--- config.mk ---
export PLATFORM = sky130hd
export DESIGN_NAME = mem_arbiter
export DESIGN_NICKNAME = d
export VERILOG_FILES = /design/src/rtl/mem_arbiter.sv
export SDC_FILE = /design/constraint.sdc
export NUM_CORES = 1
export LEC_CHECK = 0
export ABC_AREA = 1
export CORE_MARGIN = 2
export CORE_UTILIZATION = 44
export DETAILED_ROUTE_END_ITERATION = 10
export PLACE_DENSITY = 0.85
export SKIP_CTS_REPAIR_TIMING = 1
export SYNTH_ARGS = -nofsm -noshare
export SYNTH_HDL_FRONTEND = slang
export SYNTH_SLANG_ARGS = --single-unit
--- constraint.sdc ---
create_clock -name clk -period 5 [get_ports clk]
set_input_delay 1 -clock clk [delete_from_list [all_inputs] [get_ports clk]]
set_output_delay 1 -clock clk [all_outputs]
set_load 0.005 [all_outputs]
--- src/rtl/mem_arbiter.sv ---
// Two-requester arbiter sharing one memory port; single-word reads and writes,
// round-robin or fixed-priority arbitration, configurable read latency.
module mem_arbiter #(
  parameter int unsigned ADDR_W = 16,
  parameter int unsigned DATA_W = 16,
  parameter int unsigned RD_LAT = 1,
  parameter int unsigned PRIO   = 0
) (
  input  logic              clk,
  input  logic              rst,
  input  logic              req0,
  input  logic              req1,
  input  logic              we0,
  input  logic              we1,
  input  logic [ADDR_W-1:0] addr0,
  input  logic [ADDR_W-1:0] addr1,
  input  logic [DATA_W-1:0] wdata0,
  input  logic [DATA_W-1:0] wdata1,
  output logic              gnt0,
  output logic              gnt1,
  output logic              rvalid0,
  output logic              rvalid1,
  output logic [DATA_W-1:0] rdata0,
  output logic [DATA_W-1:0] rdata1,
  output logic              mem_we,
  output logic [ADDR_W-1:0] mem_addr,
  output logic [DATA_W-1:0] mem_wdata,
  input  logic [DATA_W-1:0] mem_rdata
);

  typedef enum logic [1:0] {StIdle, StWrite, StReadWait} state_e;

  state_e              state_q, state_d;
  logic [1:0]          cnt_q, cnt_d;
  logic                last_q, last_d;
  logic                owner_q, owner_d;
  logic                gnt0_q, gnt0_d, gnt1_q, gnt1_d;
  logic                rvalid0_q, rvalid0_d, rvalid1_q, rvalid1_d;
  logic [DATA_W-1:0]   rdata0_q, rdata0_d, rdata1_q, rdata1_d;
  logic                mem_we_q, mem_we_d;
  logic [ADDR_W-1:0]   mem_addr_q, mem_addr_d;
  logic [DATA_W-1:0]   mem_wdata_q, mem_wdata_d;

  logic                pick0;
  logic                sel_we;
  logic [ADDR_W-1:0]   sel_addr;
  logic [DATA_W-1:0]   sel_wdata;

  // Requester 0 wins a tie under fixed priority, or when requester 1 was granted last.
  assign pick0     = req0 && (!req1 || (PRIO != 0) || last_q);
  assign sel_we    = pick0 ? we0 : we1;
  assign sel_addr  = pick0 ? addr0 : addr1;
  assign sel_wdata = pick0 ? wdata0 : wdata1;

  always_comb begin
    state_d     = state_q;
    cnt_d       = cnt_q;
    last_d      = last_q;
    owner_d     = owner_q;
    gnt0_d      = 1'b0;
    gnt1_d      = 1'b0;
    rvalid0_d   = 1'b0;
    rvalid1_d   = 1'b0;
    rdata0_d    = rdata0_q;
    rdata1_d    = rdata1_q;
    mem_we_d    = 1'b0;
    mem_addr_d  = mem_addr_q;
    mem_wdata_d = mem_wdata_q;
    unique case (state_q)
      StIdle: begin
        if (req0 || req1) begin
          owner_d     = !pick0;
          last_d      = !pick0;
          gnt0_d      = pick0;
          gnt1_d      = !pick0;
          mem_we_d    = sel_we;
          mem_addr_d  = sel_addr;
          mem_wdata_d = sel_wdata;
          if (sel_we) begin
            state_d = StWrite;
          end else begin
            state_d = StReadWait;
            cnt_d   = 2'(RD_LAT - 1);
          end
        end
      end
      StWrite: begin
        state_d = StIdle;
      end
      StReadWait: begin
        if (cnt_q == 2'd0) begin
          if (owner_q) begin
            rdata1_d  = mem_rdata;
            rvalid1_d = 1'b1;
          end else begin
            rdata0_d  = mem_rdata;
            rvalid0_d = 1'b1;
          end
          state_d = StIdle;
        end else begin
          cnt_d = cnt_q - 2'd1;
        end
      end
      default: state_d = StIdle;
    endcase
  end

  always_ff @(posedge clk or posedge rst) begin
    if (rst) begin
      state_q     <= StIdle;
      cnt_q       <= 2'd0;
      last_q      <= 1'b1;
      owner_q     <= 1'b0;
      gnt0_q      <= 1'b0;
      gnt1_q      <= 1'b0;
      rvalid0_q   <= 1'b0;
      rvalid1_q   <= 1'b0;
      rdata0_q    <= '0;
      rdata1_q    <= '0;
      mem_we_q    <= 1'b0;
      mem_addr_q  <= '0;
      mem_wdata_q <= '0;
    end else begin
      state_q     <= state_d;
      cnt_q       <= cnt_d;
      last_q      <= last_d;
      owner_q     <= owner_d;
      gnt0_q      <= gnt0_d;
      gnt1_q      <= gnt1_d;
      rvalid0_q   <= rvalid0_d;
      rvalid1_q   <= rvalid1_d;
      rdata0_q    <= rdata0_d;
      rdata1_q    <= rdata1_d;
      mem_we_q    <= mem_we_d;
      mem_addr_q  <= mem_addr_d;
      mem_wdata_q <= mem_wdata_d;
    end
  end

  assign gnt0      = gnt0_q;
  assign gnt1      = gnt1_q;
  assign rvalid0   = rvalid0_q;
  assign rvalid1   = rvalid1_q;
  assign rdata0    = rdata0_q;
  assign rdata1    = rdata1_q;
  assign mem_we    = mem_we_q;
  assign mem_addr  = mem_addr_q;
  assign mem_wdata = mem_wdata_q;

endmodule

======== Word level (Yosys, flattened, before mapping) ========
Cells that the tools add are included.
storage, ports and cells
  register bits ........................... 75
  input bits .............................. 86
  output and inout bits ................... 69
  word-level logic and storage cells ...... 56
operators by class
  $add $sub $neg .......................... 1
  eq/ne operators ......................... 5
  multiplexer cells ....................... 23
  bitwise gates (word level) .............. 1
  reduce and logical (&&, ||, !) cells .... 13
operators with widths
  cell                                              count
  two-way mux 16 bit                                2
  two-way mux 1 bit                                 13
  two-way mux 2 bit                                 6
  inequality test 2 bit, second input constant      4
  one-hot mux 2 bit (2 select lines)                2
  AND reduction 3 bit                               2
  zero test 2 bit                                   2
  AND reduction 2 bit                               2
  AND reduction 4 bit                               1
  equality test 2 bit, second input constant        1
  zero test 1 bit                                   2
  logical OR 1 bit                                  2
  nonzero test 2 bit                                1
  subtractor 2 x 1 -> 2 bit, second input constant  1
  logical AND 1 bit                                 1
  NOT 1 bit                                         1

======== Logic depth before layout (Yosys ltp) ========
  depth after elaboration ................. 7
  depth in mapped cells ................... 7
  depth with buffers taken out ............ 7

======== Least setup slack after synthesis ========
OpenSTA, ideal clock, no wires.
  path kind ............................... input port to flip-flop
  start point ............................. in req1
  end point ............................... reg owner_q
  library setup time ...................... 127 ps
  data arrival time ....................... 1566 ps
  data required time ...................... 4873 ps
  slack ................................... 3307 ps
  stages .................................. 5
  buffers on the path ..................... 1
  cell sequence ........................... nor2_2 nor2_8 buf_6 nand2_1 o21ai_0
on the way
  word-level cells in the longest chain between the ends .. 4
RTL lines
  what                  line  text
  from (decl)           12    input logic req1,
  zero test 1 bit       50    assign pick0 = req0 && (!req1 || (PRIO != 0) || last_q);
  logical OR 1 bit      50
  logical AND 1 bit     50
  zero test 1 bit       72    owner_d = !pick0;
  to (signal assigned)  127   owner_q <= owner_d;
  to (decl)             36    logic owner_q, owner_d;
Parallel ways exist; a longest one is shown, timed or not.
A chain may end at the register's enable or synchronous reset.

======== Final worst setup path ========
  start point ............................. in req0
  end point ............................... reg mem_addr_q[14] (netlist: mem_addr[14])
on the way
  word-level cells in the longest chain between the ends .. 2
RTL lines
  what                                                              line    text
  from (decl)                                                       11      input logic req0,
  logical AND 1 bit / logical OR 1 bit (equally long branches)      50, 71
  two-way mux 16 bit / AND reduction 2 bit (equally long branches)  n/a
  to (signal assigned)                                              135     mem_addr_q <= mem_addr_d;
  to (decl)                                                         41      logic [ADDR_W-1:0] mem_addr_q, mem_addr_d;
Parallel ways exist; a longest one is shown, timed or not.

==> impl_metrics.csv <==
group,metric,value,unit
clock_network,cts_tree,"done",
clock_network,cts.clk_slew.worst_paths,0.07,ns
global_routing,gr-usage-all-layers,21.6,%
final_layout,final_common_cell,"clkdlybuf4s50_1",
drt,initialDrtViolationCount,99,
floorplan,fp-row-count,31,
final_layout,final_area,5010,um2
pwr,power_leakage,0.00224,uW
timing,max_slew_margin,30.2,%
placement,place_congestion,0.827,
clock_network,numClockSinks,75,
clock_network,numCtsBuffers,9,
timing,final.min_clock_period,2.56,ns
global_routing,grt_start_max_net_pins,44,
placement,io_buffers,154,
timing,hold_viol,0,
timing,max_freq,391,MHz
timing,fin_hold_ws,0.483,ns
critical_path,path_max_fanout,32,
synth,synth.distinct_cells,25,
worst_hold_path,min_path_cells,2,
drt,avgViaCountPerCell,4.83,
placement,hpwl,6.26,mm
synth,synth_area_leaders,"dfrtp_1 57%, o21ai_2 9.1%, nand2_1 8.1%, o21ai_1 5.2%, o21ai_0 4.6%",
critical_path,rr_endpoint,"mem_addr[14]",
placement,placed_area,4810,um2
worst_hold_path,min_to,"mem_addr[3]",
drt,drt-total-wl,8.52,mm
timing,fin_worst_skew,0.00785,ns
drt,num_vias,2855,
clock_network,htreeDepth,3,
pwr,p_total,2840,uW
timing,fin_setup_tns,0,ns
clock_network,cts_root_buffer,"clkbuf_8",
synth,synth-seq-cells,75,
timing,finalSetupViolations,0,
critical_path,r2r_start,"last_q",
final_layout,layout_common_cells,"154 x clkdlybuf4s50_1, 74 x dfrtp_1, 71 x nand2_1",
outcome,status,"completed",
critical_path,crit_required,5.24,ns
floorplan,core_area,7210,um2
synth,yosys.area.top_type,"dfrtp_1",
synth,synthCells,341,
critical_path,crit_family,"compound AO/OA/AOI/OAI gates",
synth,synth_area,3280,um2
pwr,p_int,1900,uW
final_layout,final_nets,576,
synth,yosys_warnings,0,
critical_path,crit_chain,"clkdlybuf4s50_1 > a21boi_4 > o21ai_0 > o21ai_0",
floorplan,die_h,90.3,um
synth,netlist.area_leader.share,56.5,%
pwr,pwr-share-seq,37.4,%
pwr,peakVddDrop,0.275,mV
drt,dr.pass1.iters,4,
critical_path,rr_worst_depth,4,
timing,rsz0062_at_grt,"false",
run,max-cap-violations,0,
synth,seq_area_frac_synth,57.3,%
global_routing,grt_pass1_vias,2910,
critical_path,worst_path_most_repeated_cell,"o21ai_0",
global_routing,overflow,0,
critical_path,crit_buf_inv,1,
worst_hold_path,hp-class,"flip-flop to flip-flop",
drt,drc,0,
worst_hold_path,hold_start,"mem_addr[3]",
final_layout,fill_cells,555,
timing,drv_slew,0,
floorplan,die-area,8150,um2
floorplan,initial_core_util,45.4,%
pwr,p_per_area,567,nW/um2
pwr,swShare,33.2,%
critical_path,crit_arrival,2.80,ns
pwr,pwr-share-comb,45.9,%
final_layout,drive_above_1_share,12.0,%
timing,fin_crit_sh,51.2,%
synth,avgSynthCellArea,9.61,um2
timing,tightest_slew,1.04,ns
floorplan,die_w,90.3,um
critical_path,startpoint_type,"primary input",
clock_network,clockBufferDepth,2,
floorplan,io_pins,155,
global_routing,grt_pass1_wl,14.2,mm
critical_path,slowest_stage,"a21boi_4",
pwr,switching_power,943,uW
global_routing,antenna_found_initial,0,
drt,drtAntennaViolNets,0,
final_layout,area_delta_synth_final,53.0,%
clock_network,clk_latency,0.33,ns
synth,syn-num-nets,428,
drt,routedWlPerCell,14.4,um
critical_path,worstSetupPathType,"primary input to flip-flop",
pwr,clockPowerShare,16.7,%
critical_path,r2r_slack,3.13,ns
critical_path,max_stage_delay,0.87,ns
final_layout,antennaDiodeCount,0,
critical_path,critPathCaptureType,"flip-flop",
-- layout make-up --
| cell class | instances | area (um2) | area share (%) |
|---|---|---|---|
| flip-flops and latches | 75 | 1880 | 37.5 |
| repair buffers | 155 | 1550 | 30.9 |
| multi-input cells | 219 | 1150 | 23.0 |
| clock buffers | 11 | 131 | 2.62 |
| well taps | 99 | 124 | 2.47 |
| inverters | 29 | 111 | 2.22 |
| clock inverters | 3 | 65.1 | 1.30 |
-- registers in the layout, indices dropped and copies added (netlist names) --
register / flops
rdata1: 16
rvalid0: 1
gnt1: 1
cnt_q: 2
last_q: 1
mem_wdata: 16
owner_q: 1
mem_addr: 16
rdata0: 16
rvalid1: 1
mem_we: 1
gnt0: 1
state_q: 2
-- cell families (layout without fill, tap and decap cells) --
family,Yosys count,count (layout),synth area share [%]
compound gates,101,101,19.7
buf+inv,47,198,7.49
fa+ha+maj,1,1,0.382
flops,75,75,57.3
simple gates,117,117,15.0
-- power by group through the flow --
stage / combinational (uW) / sequential [uW] / clock [uW]
final: 1300 / 1060 / 475
after detailed placement: 1320 / 1060 / 0
after floorplan: 591 / 1080 / 0
after CTS: 1320 / 1060 / 484
after global routing: 1450 / 1100 / 509
after global placement: 1270 / 1060 / 0
-- tightest hold or removal path, cell delays in order (launching register included) --
cell	delay, ns
dfrtp_1	0.34
nand2_1	0.06
o21ai_2	0.05
-- cells in the mapped netlist --
cell      count
o21ai_0      30
a21oi_1       2
nor2_1       33
dfstp_2       1
inv_1        27
ha_1          1
inv_2         1
nand3_2       2
clkbuf_4      1
o21ai_2      34
dfrtp_1      74
clkbuf_1      4
buf_6         7
nand4_1       2
a21boi_4      1
o21ai_1      34
inv_4         1
buf_2         5
nor2_4        1
nand2_2       2
nand2_1      71
nand3_1       4
buf_4         1
nor2_2        1
nor2_8        1
-- worst max path at each step --
stage	from	endpoint	slack (ns)	cells past startpoint
2_1_floorplan	rst	cnt_q[0]	2.09	1
6_report	req0	mem_addr[14]	2.44	4
3_5_place_dp	req0	mem_addr[14]	2.08	4
5_1_grt	req0	mem_addr[14]	2.28	4
3_3_place_gp	req0	mem_addr[13]	2.15	4
4_1_cts	req0	mem_addr[12]	2.44	4
-- per-layer routing --
layer / part of all wire, % / track usage [%] / vias to the layer above
met4: 0.74 / 5.64 / 0
met5: 0 / 0 / -
met3: 8.3 / 6.68 / 8
met2: 48 / 35.4 / 133
li1: - / - / 1394
met1: 43 / 28.1 / 1320
-- stage by stage --
step / setup slack [ns] / utilization (%) / instances
after floorplan: 2.09 / - / 341
after global placement: 2.15 / 66.7 / 577
after detailed placement: 2.08 / 66.7 / 577
after CTS: 2.44 / 69.5 / 591
after global routing: 2.28 / 69.5 / 591
final: 2.44 / 69.5 / 591
No activity file was read; power rests on OpenSTA's default activity.
